**config.mk**
```make
export PLATFORM = sky130hd
export DESIGN_NAME = unified_mem_arbiter
export DESIGN_NICKNAME = d
export VERILOG_FILES = /design/src/rtl/unified_mem_arbiter.sv
export SDC_FILE = /design/constraint.sdc
export NUM_CORES = 1
export LEC_CHECK = 0
export CAP_MARGIN = 20
export CELL_PAD_IN_SITES_DETAIL_PLACEMENT = 1
export CELL_PAD_IN_SITES_GLOBAL_PLACEMENT = 2
export CORE_MARGIN = 4
export CORE_UTILIZATION = 10
export CTS_CLUSTER_DIAMETER = 80
export DETAILED_ROUTE_END_ITERATION = 10
export PLACE_DENSITY = 0.95
export SLEW_MARGIN = 20
export SYNTH_ARGS = -nofsm -noshare
export SYNTH_HDL_FRONTEND = slang
export SYNTH_SLANG_ARGS = --single-unit
export TNS_END_PERCENT = 1
```
**constraint.sdc**
```tcl
create_clock -name clk -period 2.7 [get_ports clk]
set_input_delay 0.27 -clock clk [delete_from_list [all_inputs] [get_ports clk]]
set_output_delay 0.27 -clock clk [all_outputs]
set_load 0.005 [all_outputs]
```
**src/rtl/unified_mem_arbiter.sv**
```systemverilog
// ---------------------------------------------------------------------------
// unified_mem_arbiter
//
// Shares one single-port, byte-addressable instruction/data memory between
// instruction fetch (IF) and the load/store unit (DM). Each cycle at most one
// requester is granted with a combinational req/gnt handshake. DM has fixed
// priority, bounded by a streak counter so a waiting fetch is never starved
// for more than MAX_DATA_STREAK consecutive data grants. The memory has a
// 1-cycle synchronous read, so read data is steered back to the requester
// recorded in the owner register one cycle after its grant.
//
// Parameters
//   ADDR_W           byte-address width driven to memory
//   MAX_DATA_STREAK  consecutive DM grants allowed while IF waits (1..15)
//
// Ports
//   clk, reset                  clock (rising edge), async active-low reset
//   if_req/if_addr              fetch request; if_addr[1:0] forced to 0
//   if_gnt/if_rvalid/if_rdata   fetch grant and response
//   halt                        blocks new IF grants
//   dm_req/dm_we/dm_addr/
//   dm_wdata/dm_funct3          data request (load/store, size/sign)
//   dm_gnt/dm_rvalid/dm_rdata/
//   dm_err                      data grant, response, misalignment error
//   mem_en/mem_we/mem_addr/
//   mem_wdata/mem_funct3        memory strobe, write enable and payload
//   mem_rdata                   memory read data (1 cycle after read)
//
// Optional build macro ARB_PERF_CNT_EN adds if_wait_cnt / dm_wait_cnt, which
// count cycles each requester spent waiting. Arbitration is unaffected.
// ---------------------------------------------------------------------------
module unified_mem_arbiter #(
    parameter int ADDR_W          = 9,
    parameter int MAX_DATA_STREAK = 4
) (
    input  logic              clk,
    input  logic              reset,
    input  logic              if_req,
    input  logic [ADDR_W-1:0] if_addr,
    output logic              if_gnt,
    output logic              if_rvalid,
    output logic [31:0]       if_rdata,
    input  logic              halt,
    input  logic              dm_req,
    input  logic              dm_we,
    input  logic [ADDR_W-1:0] dm_addr,
    input  logic [31:0]       dm_wdata,
    input  logic [2:0]        dm_funct3,
    output logic              dm_gnt,
    output logic              dm_rvalid,
    output logic [31:0]       dm_rdata,
    output logic              dm_err,
    output logic              mem_en,
    output logic              mem_we,
    output logic [ADDR_W-1:0] mem_addr,
    output logic [31:0]       mem_wdata,
    output logic [2:0]        mem_funct3,
`ifdef ARB_PERF_CNT_EN
    output logic [31:0]       if_wait_cnt,
    output logic [31:0]       dm_wait_cnt,
`endif
    input  logic [31:0]       mem_rdata
);

    // What the cycle after a grant must report. Error responses are tracked
    // here as well because a misaligned access never reaches the memory.
    typedef enum logic [2:0] {
        RSP_NONE,
        RSP_IF,
        RSP_DM,
        RSP_ERR_LD,
        RSP_ERR_ST
    } rsp_e;

    localparam logic [3:0]        STREAK_MAX  = 4'(MAX_DATA_STREAK);
    localparam logic [2:0]        FUNCT3_LW   = 3'b010;
    localparam logic [ADDR_W-1:0] WORD_MASK   = {{(ADDR_W-2){1'b1}}, 2'b00};

    rsp_e       rsp_q, rsp_d;
    logic [3:0] streak_q, streak_d;
    logic       dm_win, if_win, dm_mis;

    always_comb begin
        // NOTE: every output of this block gets a default first so no path
        // leaves a signal unassigned, which would infer a latch.
        dm_win     = 1'b0;
        if_win     = 1'b0;
        dm_mis     = 1'b0;
        mem_en     = 1'b0;
        mem_we     = 1'b0;
        mem_addr   = '0;
        mem_wdata  = '0;
        mem_funct3 = '0;
        rsp_d      = RSP_NONE;
        streak_d   = streak_q;

        // funct3[1:0] encodes the size: 00 byte, 01 half, 10 word.
        dm_mis = ((dm_funct3[1:0] == 2'b10) && (dm_addr[1:0] != 2'b00)) ||
                 ((dm_funct3[1:0] == 2'b01) && dm_addr[0]);

        // Grants are suppressed while reset is held so every output reads 0.
        dm_win = reset && dm_req &&
                 ((streak_q < STREAK_MAX) || !if_req || halt);
        if_win = reset && !dm_win && if_req && !halt;

        if (dm_win) begin
            mem_addr   = dm_addr;
            mem_wdata  = dm_wdata;
            mem_funct3 = dm_funct3;
            // A misaligned access is still granted, but the macro is not
            // touched; the error is reported on the following cycle.
            mem_en     = !dm_mis;
            mem_we     = dm_we && !dm_mis;
            if (dm_mis)
                rsp_d = dm_we ? RSP_ERR_ST : RSP_ERR_LD;
            else
                rsp_d = dm_we ? RSP_NONE : RSP_DM;
        end else if (if_win) begin
            mem_addr   = if_addr & WORD_MASK;
            mem_funct3 = FUNCT3_LW;
            mem_en     = 1'b1;
            rsp_d      = RSP_IF;
        end

        // The streak only matters while a fetch is actually waiting.
        if (!if_req || halt || if_win)
            streak_d = '0;
        else if (dm_win && (streak_q < STREAK_MAX))
            streak_d = streak_q + 4'd1;
    end

    assign if_gnt = if_win;
    assign dm_gnt = dm_win;

    // NOTE: state registers use non-blocking assignments so every flop
    // samples the pre-edge value of the others.
    always_ff @(posedge clk or negedge reset) begin
        if (!reset) begin
            rsp_q    <= RSP_NONE;
            streak_q <= '0;
        end else begin
            rsp_q    <= rsp_d;
            streak_q <= streak_d;
        end
    end

    assign if_rvalid = (rsp_q == RSP_IF);
    assign if_rdata  = if_rvalid ? mem_rdata : 32'd0;
    assign dm_rvalid = (rsp_q == RSP_DM) || (rsp_q == RSP_ERR_LD);
    assign dm_rdata  = (rsp_q == RSP_DM) ? mem_rdata : 32'd0;
    assign dm_err    = (rsp_q == RSP_ERR_LD) || (rsp_q == RSP_ERR_ST);

`ifdef ARB_PERF_CNT_EN
    logic [31:0] if_wait_cnt_q, if_wait_cnt_d;
    logic [31:0] dm_wait_cnt_q, dm_wait_cnt_d;

    always_comb begin
        if_wait_cnt_d = if_wait_cnt_q;
        dm_wait_cnt_d = dm_wait_cnt_q;
        if (if_req && !halt && !if_win)
            if_wait_cnt_d = if_wait_cnt_q + 32'd1;
        if (dm_req && !dm_win)
            dm_wait_cnt_d = dm_wait_cnt_q + 32'd1;
    end

    always_ff @(posedge clk or negedge reset) begin
        if (!reset) begin
            if_wait_cnt_q <= '0;
            dm_wait_cnt_q <= '0;
        end else begin
            if_wait_cnt_q <= if_wait_cnt_d;
            dm_wait_cnt_q <= dm_wait_cnt_d;
        end
    end

    assign if_wait_cnt = if_wait_cnt_q;
    assign dm_wait_cnt = dm_wait_cnt_q;
`endif

endmodule

```
# Yosys cells after proc, flatten, opt, wreduce, memory -nomap -nowiden
# Index checks and enable logic that the tools add are counted.
# totals
ff_bits	7
latchBits	0
ram_bits	0
mem_bits_ro	0
output_inout_bits	115
elab_cells	49
memories	0
# op_classes
addsub	1
multipliers	0
div_mod_pow	0
magnitude_cmp	1
eq_ne	6
shift	0
mux	17
bitwise	0
reduce_logical	22
# ops
operator	n
2-to-1 mux 32 bit	3
2-to-1 mux 9 bit	2
2-to-1 mux 3 bit	4
logical AND 1 bit	9
2-to-1 mux 4 bit	2
logical OR 1 bit	7
== test 3 x 2 -> 1 bit, second input constant	2
adder 4 x 1 -> 4 bit, second input constant	1
logical NOT 1 bit	4
less-than comparator 4 x 3 -> 1 bit, second input constant	1
2-to-1 mux 1 bit	4
2-to-1 mux 2 bit	2
nonzero test 2 bit	2
== test 3 x 1 -> 1 bit, second input constant	1
== test 3 bit, second input constant	1
== test 2 x 1 -> 1 bit, second input constant	1
== test 2 bit, second input constant	1

# Longest topological paths before layout
# depth
ltp_word	10
depth_mapped	5
ltp_nobuf	4

# Worst setup path after synthesis
# No wires, ideal clock.
# synth_path
path_kind	register to output
startpoint	register streak_q[3]
endpoint	output mem_addr[2]
t_arrival_ps	1115
t_required_ps	2430
setup_slack_ps	1315
stages_incl_launch_ff	5
n_path_buf	0
cell_sequence	dfrtp_1 > nor3b_2 > or3b_4 > clkinv_4 > a22o_1
# synth_between
elab_chain_len	10
# synth_lines
item	line	rtl
from (decl)	80	logic [3:0] streak_q, streak_d;
from (signal assigned)	143	streak_q <= streak_d;
less-than comparator 4 x 3 -> 1 bit	103	((streak_q < STREAK_MAX) || !if_req || halt);
logical OR 1 bit (2 in a row)	103	
logical AND 1 bit	102	dm_win = reset && dm_req &&
logical NOT 1 bit	104	if_win = reset && !dm_win && if_req && !halt;
logical AND 1 bit (3 in a row)	104	
via if_gnt	40	output logic if_gnt,
2-to-1 mux 9 bit	118	end else if (if_win) begin
2-to-1 mux 9 bit	106	if (dm_win) begin
to (decl)	55	output logic [ADDR_W-1:0] mem_addr,
# The timed path passes the listed nets, and every way through them passes these cells.

# Worst setup path in the final report
# layout_path
startpoint	input dm_req
endpoint	output mem_addr[7]
# layout_between
elab_chain_len	8
# layout_lines
item	line	rtl
from (decl)	44	input logic dm_req,
logical AND 1 bit (*) (2 in a row)	102	
logical NOT 1 bit	104	
logical AND 1 bit (3 in a row)	104	
2-to-1 mux 9 bit	118	
2-to-1 mux 9 bit (*)	106	
# Every way passes the cells marked *; elsewhere a longest branch is shown, timed or not.

==> impl_metrics.py <==
metrics = {
    "yosys": {
        "netlist_instances": 161,
        "ys_seq_area_share_pct": 14.8,
        "synth_area_per_cell_sq_um": 7.34,
        "synth_nets": 253,
        "synth_top_area_cell": "and2_1",
        "dominantRegCellSynth": "dfrtp_1",
        "synth.area.top_cells": "and2_1 (53%), dfrtp_1 (15%), a22o_1 (5.2%)",
        "yosysUniqueCellTypes": 29,
        "yosys.area.top_type_share_pct": 52.9,
        "yosys_warnings": 0,
        "synth_enable_flop_cells": 0,
        "synthArstFlopShare_pct": 100,
        "syn-cell-area_sq_um": 1180,
        "ys_ff_latch": 7,
    },
    "cells_and_area": {
        "antenna_cells": 0,
        "layout_commonest_cell": "clkdlybuf4s50_1",
        "drive_gt1_share_pct": 3.61,
        "nets": 453,
        "final-instance-count-excl-fill": 503,
        "final_area_sq_um": 3450,
        "final_util_pct": 29.9,
        "area_growth_pct": 192,
        "final_cell_mix": "clkdlybuf4s50_1 (203), and2_1 (100), a22o_1 (7), dfrtp_1 (7)",
    },
    "grt": {
        "grt_max_degree": 50,
        "antenna_found_initial": 0,
        "grt_pass1_vias": 2140,
        "grt_use_total_pct": 10.0,
        "grt_pass1_wl_microns": 10500,
        "globalRouteOverflowTotal": 0,
    },
    "pwr": {
        "ir_drop_uv": 129,
        "p_per_area_nw_per_um2": 212,
        "p_leak_nw": 1.35,
        "finalPower_uw": 729,
    },
    "placed_design": {
        "placed_area_sq_um": 3370,
        "place_congestion": 0.825,
        "place_ws_ps": 322,
        "portBuffers": 203,
        "dp.cells": 499,
        "hpwl_microns": 6310,
    },
    "clocking": {
        "cts.clk_slew.worst_paths_ps": 40,
        "cts_sinks": 7,
        "cts_tree": "built",
        "cts_root_buf": "clkbuf_16",
        "clk_latency_ps": 230,
        "cts.repair.resized": 0,
        "clockBufferDepth": 2,
        "numCtsBuffers": 3,
        "post_cts_buffers": 0,
        "htreeDepth": 1,
        "ctsHoldBuffers": 0,
    },
    "timing": {
        "tightest_slew_ps": 303,
        "worst_slack_ps": 329,
        "rsz0062_at_grt": "false",
        "tns_ps": 0,
        "period_share_pct": 87.8,
        "finalHoldViolCount": 0,
        "max-slew-margin-rel_pct": 79.8,
        "final.setup_skew_ps": 0.920,
        "fin_crit_ps": 2370,
        "finalSetupViolCount": 0,
        "clock.fmax_mhz": 422,
        "timing.hold.ws_ps": 455,
        "final_max_slew_viol_count": 0,
    },
    "routing": {
        "wl_per_cell_microns": 14.4,
        "route.detailed.drc": 0,
        "viasPerCell": 3.73,
        "drt_wl_total_microns": 7270,
        "drt_pre_antenna_iters": 3,
        "antenna_left": 0,
        "dr.first_iter.drc_count": 35,
        "num_vias": 1876,
    },
    "critical_path": {
        "startpoint_type": "primary input",
        "r2r_start": "streak_q[3]",
        "reg2reg_depth": 4,
        "required_ps": 2430,
        "crit_start": "dm_req",
        "rr_endpoint": "rsp_q[2]",
        "path_max_fanout": 10,
        "reg2reg_slack_ps": 1390,
        "crit_end": "mem_addr[7]",
        "crit_type": "primary input to output port",
        "crit_arrival_ps": 2100,
        "worstSetupEndpointType": "output port",
    },
    "die": {
        "die_area_sq_um": 13600,
        "core_sq_um": 11500,
        "initial_core_util_pct": 10.3,
        "io_pins": 206,
        "fp.dieW_microns": 117,
        "row_count": 39,
        "die_y_microns": 117,
    },
    "status": {
        "run_status": "finished clean",
    },
    "flow_run": {
        "cap_violations": 0,
    },
    "hold_path": {
        "worstHoldPathType": "primary input to asynchronous set/reset pin",
    },
}
[where the power goes]
group / total (mW) / switching [mW] / internal [mW]
clock: 0.255 / 0.0587 / 0.197
combinational: 0.364 / 0.109 / 0.255
sequential: 0.110 / 0.00216 / 0.108
total: 0.729 / 0.169 / 0.560
[critical path, cell delays in order]
cell and delay, ps:
clkdlybuf4s50_1 440, nor3b_2 190, or3b_4 430, clkinv_4 100, a22o_1 150, clkdlybuf4s50_1 510
[how the worst min path moves through the flow]
stage	end	cells after the start	startpoint	slack, ps
after detailed placement	streak_q[1]	2	streak_q[1]	570
final	rsp_q[0]	2	reset	450
after CTS	streak_q[0]	2	reset	470
after global placement	streak_q[1]	2	streak_q[1]	530
after global routing	streak_q[2]	2	reset	490
after floorplan	rsp_q[0]	0	reset	-30
[cell type report]
type                            count  area (sq um)
Clock buffer                        4          78.8
Inverter                            3          16.3
Multi-Input combinational cell    139           923
Tap cell                          143           179
Timing Repair Buffer              207          2070
Fill cell                        1400          8070
Sequential cell                     7           175
[cells by family (layout without fill, tap and decap cells)]
logic type      Yosys count  in the layout  share of synthesized area [%]
compound gates           18             18                           11.9
fa+ha+maj                 1              1                           1.06
buf+inv                  15            214                           7.09
flops                     7              7                           14.8
simple gates            120            120                           65.2
[sequential cells by signal (all words and copies together) (netlist names)]
signal and flops:
streak_q 4, rsp_q 3
[cells in the mapped netlist, types with 3 or more instances]
master and n:
buf_2 6, a22o_1 7, and2_1 100, a21oi_1 3, clkbuf_1 4, dfrtp_1 7
[metal layers]
layer  vias up  part of all wire (%)  global-route usage [%]
li1        910                     -                       -
met1       810                    30                    8.41
met4         0                   1.2                    2.91
met5         -                     0                       0
met2       150                    51                    19.5
met3         6                    17                    5.85
Note: power is estimated with default switching activity, not from simulation.
